### config.mk
export PLATFORM = sky130hd
export DESIGN_NAME = des_key_sched_ctrl
export DESIGN_NICKNAME = d
export VERILOG_FILES = /design/src/rtl/des_key_sched_ctrl.sv
export SDC_FILE = /design/constraint.sdc
export NUM_CORES = 1
export LEC_CHECK = 0
export CAP_MARGIN = 5
export CELL_PAD_IN_SITES_DETAIL_PLACEMENT = 1
export CELL_PAD_IN_SITES_GLOBAL_PLACEMENT = 1
export CORE_MARGIN = 1
export CORE_UTILIZATION = 39
export CTS_CLUSTER_SIZE = 24
export DETAILED_ROUTE_END_ITERATION = 8
export GPL_ROUTABILITY_DRIVEN = 0
export PLACE_DENSITY_LB_ADDON = 0.1
export SETUP_SLACK_MARGIN = 0.05
export SLEW_MARGIN = 20
export SYNTH_ARGS = -nofsm -noshare
export SYNTH_HDL_FRONTEND = slang
export SYNTH_SLANG_ARGS = --single-unit
### constraint.sdc
create_clock -name CLK -period 2.7 [get_ports CLK]
set_input_delay 0.405 -clock CLK [delete_from_list [all_inputs] [get_ports CLK]]
set_output_delay 0.405 -clock CLK [all_outputs]
set_load 0.03 [all_outputs]
### src/rtl/des_key_sched_ctrl.sv
// des_key_sched_ctrl: iterative DES round-key sequencer.
// Holds one C/D rotation register pair and a single PC2 network, and
// steps through K1..K16 (encrypt) or K16..K1 (decrypt), presenting one
// 48-bit subkey per round under a valid/accept handshake.
// Optional build macro DES_KEY_SCHED_CHECK_EN adds a SCHED_ERR output
// that flags a C/D end-of-schedule value that does not match the key
// loaded at START.

module des_key_sched_ctrl #(
  parameter bit AUTO_ACCEPT = 1'b0
) (
  input  logic        CLK,
  input  logic        RESET_BAR,
  input  logic        START,
  input  logic        DECRYPT,
  input  logic        ABORT,
  input  logic [28:1] KEY_LEFT,
  input  logic [28:1] KEY_RIGHT,
  input  logic        SUBKEY_ACCEPT,
  output logic [47:0] SUBKEY,
  output logic        SUBKEY_VALID,
  output logic [3:0]  ROUND,
  output logic        BUSY,
  output logic        DONE
`ifdef DES_KEY_SCHED_CHECK_EN
  ,
  output logic        SCHED_ERR
`endif
);

  typedef enum logic [1:0] {
    IDLE = 2'd0,
    RUN  = 2'd1,
    FIN  = 2'd2
  } state_t;

  // PC2 selection, listed as DES bit numbers (bit 1 = first bit of C)
  localparam logic [5:0] PC2_TABLE [48] = '{
    6'd14, 6'd17, 6'd11, 6'd24, 6'd1,  6'd5,
    6'd3,  6'd28, 6'd15, 6'd6,  6'd21, 6'd10,
    6'd23, 6'd19, 6'd12, 6'd4,  6'd26, 6'd8,
    6'd16, 6'd7,  6'd27, 6'd20, 6'd13, 6'd2,
    6'd41, 6'd52, 6'd31, 6'd37, 6'd47, 6'd55,
    6'd30, 6'd40, 6'd51, 6'd45, 6'd33, 6'd48,
    6'd44, 6'd49, 6'd39, 6'd56, 6'd34, 6'd53,
    6'd46, 6'd42, 6'd50, 6'd36, 6'd29, 6'd32
  };

  state_t      state_q, state_d;
  logic [28:1] c_q, c_d;
  logic [28:1] d_q, d_d;
  logic [3:0]  round_q, round_d;
  logic        dir_q, dir_d;
  logic        startAccepted;
  logic [55:0] cd;

  function automatic logic [28:1] rotl1(input logic [28:1] x);
    return {x[27:1], x[28]};
  endfunction

  function automatic logic [28:1] rotr1(input logic [28:1] x);
    return {x[1], x[28:2]};
  endfunction

  // DES bit n of the 56-bit C||D value lives at cd[56-n]
  assign cd = {c_q, d_q};

  for (genvar g = 0; g < 48; g++) begin : g_pc2
    assign SUBKEY[6'(47 - g)] = cd[6'(56 - PC2_TABLE[g])];
  end

  assign ROUND         = round_q;
  assign BUSY          = (state_q != IDLE);
  assign startAccepted = (state_q == IDLE) && START && !ABORT;

  // Sequencer next-state: load on START, rotate C/D on each completed handshake
  always_comb begin
    logic oneBit;
    state_d      = state_q;
    c_d          = c_q;
    d_d          = d_q;
    round_d      = round_q;
    dir_d        = dir_q;
    SUBKEY_VALID = 1'b0;
    DONE         = 1'b0;
    oneBit       = (round_q == 4'd0) || (round_q == 4'd7) || (round_q == 4'd14);

    case (state_q)
      IDLE: begin
        if (startAccepted) begin
          dir_d   = DECRYPT;
          c_d     = DECRYPT ? KEY_LEFT  : rotl1(KEY_LEFT);
          d_d     = DECRYPT ? KEY_RIGHT : rotl1(KEY_RIGHT);
          round_d = 4'd0;
          state_d = RUN;
        end
      end
      RUN: begin
        if (ABORT) begin
          state_d = IDLE;
        end else begin
          SUBKEY_VALID = 1'b1;
          if (SUBKEY_ACCEPT || AUTO_ACCEPT) begin
            if (round_q == 4'd15) begin
              state_d = FIN;
            end else begin
              round_d = round_q + 4'd1;
              if (dir_q) begin
                c_d = oneBit ? rotr1(c_q) : rotr1(rotr1(c_q));
                d_d = oneBit ? rotr1(d_q) : rotr1(rotr1(d_q));
              end else begin
                c_d = oneBit ? rotl1(c_q) : rotl1(rotl1(c_q));
                d_d = oneBit ? rotl1(d_q) : rotl1(rotl1(d_q));
              end
            end
          end
        end
      end
      FIN: begin
        state_d = IDLE;
        if (!ABORT) begin
          DONE = 1'b1;
        end
      end
      default: begin
        state_d = IDLE;
      end
    endcase
  end

  // Sequencer state, C/D pair, round counter and direction registers
  always_ff @(posedge CLK or negedge RESET_BAR) begin
    if (!RESET_BAR) begin
      state_q <= IDLE;
      c_q     <= '0;
      d_q     <= '0;
      round_q <= '0;
      dir_q   <= 1'b0;
    end else begin
      state_q <= state_d;
      c_q     <= c_d;
      d_q     <= d_d;
      round_q <= round_d;
      dir_q   <= dir_d;
    end
  end

`ifdef DES_KEY_SCHED_CHECK_EN
  logic [28:1] keyLeftShadow_q, keyLeftShadow_d;
  logic [28:1] keyRightShadow_q, keyRightShadow_d;
  logic        schedErr_q, schedErr_d;

  assign SCHED_ERR = schedErr_q;

  // Shadow the loaded key and compare the final C/D at FIN; error is sticky
  always_comb begin
    logic [28:1] expC;
    logic [28:1] expD;
    keyLeftShadow_d  = keyLeftShadow_q;
    keyRightShadow_d = keyRightShadow_q;
    schedErr_d       = schedErr_q;
    expC             = dir_q ? rotl1(keyLeftShadow_q)  : keyLeftShadow_q;
    expD             = dir_q ? rotl1(keyRightShadow_q) : keyRightShadow_q;
    if (startAccepted) begin
      keyLeftShadow_d  = KEY_LEFT;
      keyRightShadow_d = KEY_RIGHT;
      schedErr_d       = 1'b0;
    end else if ((state_q == FIN) && !ABORT) begin
      if ((c_q != expC) || (d_q != expD)) begin
        schedErr_d = 1'b1;
      end
    end
  end

  // Shadow key copies and sticky schedule error flag
  always_ff @(posedge CLK or negedge RESET_BAR) begin
    if (!RESET_BAR) begin
      keyLeftShadow_q  <= '0;
      keyRightShadow_q <= '0;
      schedErr_q       <= 1'b0;
    end else begin
      keyLeftShadow_q  <= keyLeftShadow_d;
      keyRightShadow_q <= keyRightShadow_d;
      schedErr_q       <= schedErr_d;
    end
  end
`endif

endmodule

==> reports/summary.json, run 1 <==
{
  "result_of_the_run": "finished, final reports clean",
  "io_pins": 117,
  "clockRootBuffer": "sky130_fd_sc_hd__clkbuf_16",
  "global_route_wire_length_before_repair_mm": 38.0,
  "worst-endpoint-required_ns": 2.30,
  "seq_area_frac_synth_pct": 25.2,
  "final-setup-viol-count": 0,
  "post-route-drc-count": 0,
  "critical-path-slowest-cell": "sky130_fd_sc_hd__clkdlybuf4s50_1",
  "fraction_of_final_layout_cells_with_drive_strength_greater_than_1_pct": 14.1,
  "grt_pass1_vias": 6873,
  "post-cts-setup-buffer-count": 0,
  "chipWidth_um": 129,
  "finalWorstPathRequiredPeriod_ns": 2.46,
  "areaGrowthSynthToFinish_pct": 21.6,
  "die_height_um": 129,
  "timing.critical_path.to_type": "output port",
  "cts_resized": 0,
  "grt_start_max_net_pins": 73,
  "hold_path_class": "input pin to async pin",
  "r2r_end": "d_q[21]",
  "worst-slew-pin-transition_ns": 0.691,
  "pwr_density_cell_mw_per_mm2": 761,
  "async_flop_share_pct": 100,
  "routed-via-count": 6635,
  "io_buffers": 100,
  "path_clk_slew_ns": 0.06,
  "critPathMaxStageDelay_ns": 0.70,
  "finalCritPeriodShare_pct": 91.1,
  "fin_tns_setup_ns": 0,
  "postRouteWirelength_mm": 23.5,
  "routedWlPerCell_um": 22.3,
  "synth_warnings": 16,
  "cts-buffers-inserted": 9,
  "antennaDiodeCount": 0,
  "synth-edff-count": 0,
  "critPathKind": "flop to output port",
  "cts_buffer_depth": 2,
  "grt_overflow": 0,
  "cts_tree": "done",
  "timing.max_slew.rel_slack_pct": 53.9,
  "timing.rr.start": "ROUND[0]",
  "dp.final_hpwl_mm": 16.2,
  "crit_path_start_kind": "flop",
  "path_max_fanout": 10,
  "grt_setup_unrepaired": "false",
  "leakage_nw": 3.09,
  "vias_per_cell": 6.28,
  "placeableCoreArea_mm2": 0.0154,
  "postSynth.topFlopCell": "sky130_fd_sc_hd__dfrtp_1",
  "maxCapViolCount": 0,
  "initial_core_util_pct": 40.5,
  "worst-endpoint-arrival_ns": 2.06,
  "row_count": 45,
  "avgSynthCellArea_um2": 7.81,
  "floorplan.die_area_mm2": 0.0165,
  "critical_path.cell_chain": "nand2b_1 -> nor2_1 -> clkdlybuf4s50_1",
  "max-vdd-ir-drop_mv": 0.308,
  "worstRegToRegCells": 7,
  "drt_first_pass_iters": 5,
  "yosys_register_bits": 63,
  "slew_viol_final": 0,
  "cts_max_level": 3,
  "numClockSinks": 63,
  "grt_antenna_before_repair": 0,
  "finalHoldViolCount": 0,
  "r2r_setup_slack_ns": 0.24,
  "synthesis.instances": 800,
  "ant_nets": 0,
  "count_of_unique_library_cells_instantiated_by_yosys": 60,
  "fill_count": 1857,
  "nets": 905,
  "gr-usage-all-layers_pct": 29.6,
  "synthesis.area_mm2": 0.00624,
  "worstSkewPairLatency_ns": 0.35,
  "final.setup_skew_ns": 0.00640,
  "finalPower_mw": 5.78,
  "initialDrtViolationCount": 511,
  "maximum_clock_frequency_mhz": 406
}
state kept, by name, indices dropped and copies added (netlist names):
register / flops
dir_q: 1
d_q: 28
ROUND: 4
state_q: 2
c_q: 28
area by class of cell:
cell class	count	area, µm²	share of cell area [%]
clock buffer	16	282	3.71
inverter	43	161	2.12
sequential	63	1580	20.8
timing repair buffer	142	1430	18.9
tap	211	264	3.48
multi-input combinational	581	3880	51.0
cell families (layout without fill, tap and decap cells):
group,after synthesis,after routing,synth area share (%)
buffers and inverters,171,201,13.9
and+or+nand+nor,156,156,12.9
muxes,58,58,10.4
DFF,63,63,25.2
xor gates and xnor gates,1,1,0.140
AOI/OAI and AO/OA,347,347,36.7
adders and majority gates,3,3,0.601
other,1,16,0.0601
worst max-delay path: cells and delay by family (launching register included):
kind	cells	cell delay [ns]
AND/OR/NAND/NOR	2	0.52
buffers and inverters	1	0.70
flip-flops	1	0.50
Yosys cell counts, drive strengths merged (2+ instances only):
cell	n	share of area (%)
o21ai	121	9.7
nand4	8	0.80
o211ai	12	1.4
nand2b	41	4.1
a22oi	5	0.60
buf	83	8.6
mux2	47	8.5
nor2	49	2.9
a2bb2oi	3	0.42
o311ai	2	0.28
a31o	6	0.84
mux2i	11	2.0
and3	3	0.30
a21oi	6	0.48
o22ai	46	4.6
nand3	9	0.72
nor3	3	0.24
dfrtp	63	25
inv	43	2.6
a31oi	44	4.4
o211a	13	2.1
o32a	3	0.48
ha	3	0.60
a22o	3	0.42
nor2b	8	0.80
o21a	3	0.36
nand2	25	1.5
o2111a	2	0.36
nor3b	2	0.24
a2111oi	8	1.3
o2111ai	2	0.28
clkbuf	45	2.7
o31ai	12	1.4
a211oi	46	5.6
a41o	2	0.32
and2	2	0.20
o31a	2	0.28
how the worst max path moves through the flow:
stage,start,end,slack (ns),cells after the start
after floorplan,ROUND[0],d_q[1],0.42,10
after detailed placement,ABORT,d_q[26],0.17,6
final,state_q[1],SUBKEY_VALID,0.24,3
after global routing,ROUND[0],d_q[21],0.12,7
after global placement,ABORT,d_q[26],0.25,6
after CTS,state_q[1],SUBKEY_VALID,0.24,3
report_power, final:
part,switching (mW),total (mW),internal (mW),leakage [nW]
Sequential,0.378,1.61,1.23,0.716
Clock,0.474,1.17,0.700,0.137
Combinational,1.79,3.00,1.21,2.23
through the flow:
step	cells	instance area, µm²	hold WS [ns]	setup slack (ns)	util (%)
finish	1056	7600	0.378	0.239	49.2
global route	1056	7600	0.391	0.117	49.2
CTS	1056	7600	0.381	0.244	49.2
detailed placement	1039	7300	0.196	0.170	47.3
global placement	1039	7300	0.200	0.248	47.3
floorplan	815	6300	0.109	0.420	-
what timing repair did:
action,CTS,global route
endpoints found under the hold margin,1,0
hold buffers,1,0
setup endpoints to repair,0,0
routing by layer:
metal / up-vias / track usage, % / wire length [µm]
li1: 3025 / - / -
met1: 3290 / 39.4 / 10400
met2: 279 / 48.2 / 11100
met3: 41 / 3.99 / 1410
met4: 0 / 12.2 / 567
met5: - / 0 / 0
cells in the final DEF (no fill, tap or decap), drive strengths merged, types with 6 or more instances in the layout:
cell type / n
o21ai: 121
clkdlybuf4s50: 98
dfrtp: 63
nor2: 49
mux2: 47
o22ai: 46
a211oi: 46
a31oi: 44
inv: 43
buf: 43
nand2b: 41
nand2: 25
conb: 16
clkbuf: 16
o211a: 13
o31ai: 12
o211ai: 12
mux2i: 11
nand3: 9
nor2b: 8
nand4: 8
a2111oi: 8
a21oi: 6
a31o: 6
Power figures use the tool's default switching activity.
==> run 2, diff against run 1 <==
- CAP_MARGIN: 5 -> 20
- SKIP_LAST_GASP: unset -> 1
==> results of run 2 <==
The final DEF is identical to that of run 1; final timing and power are the same.
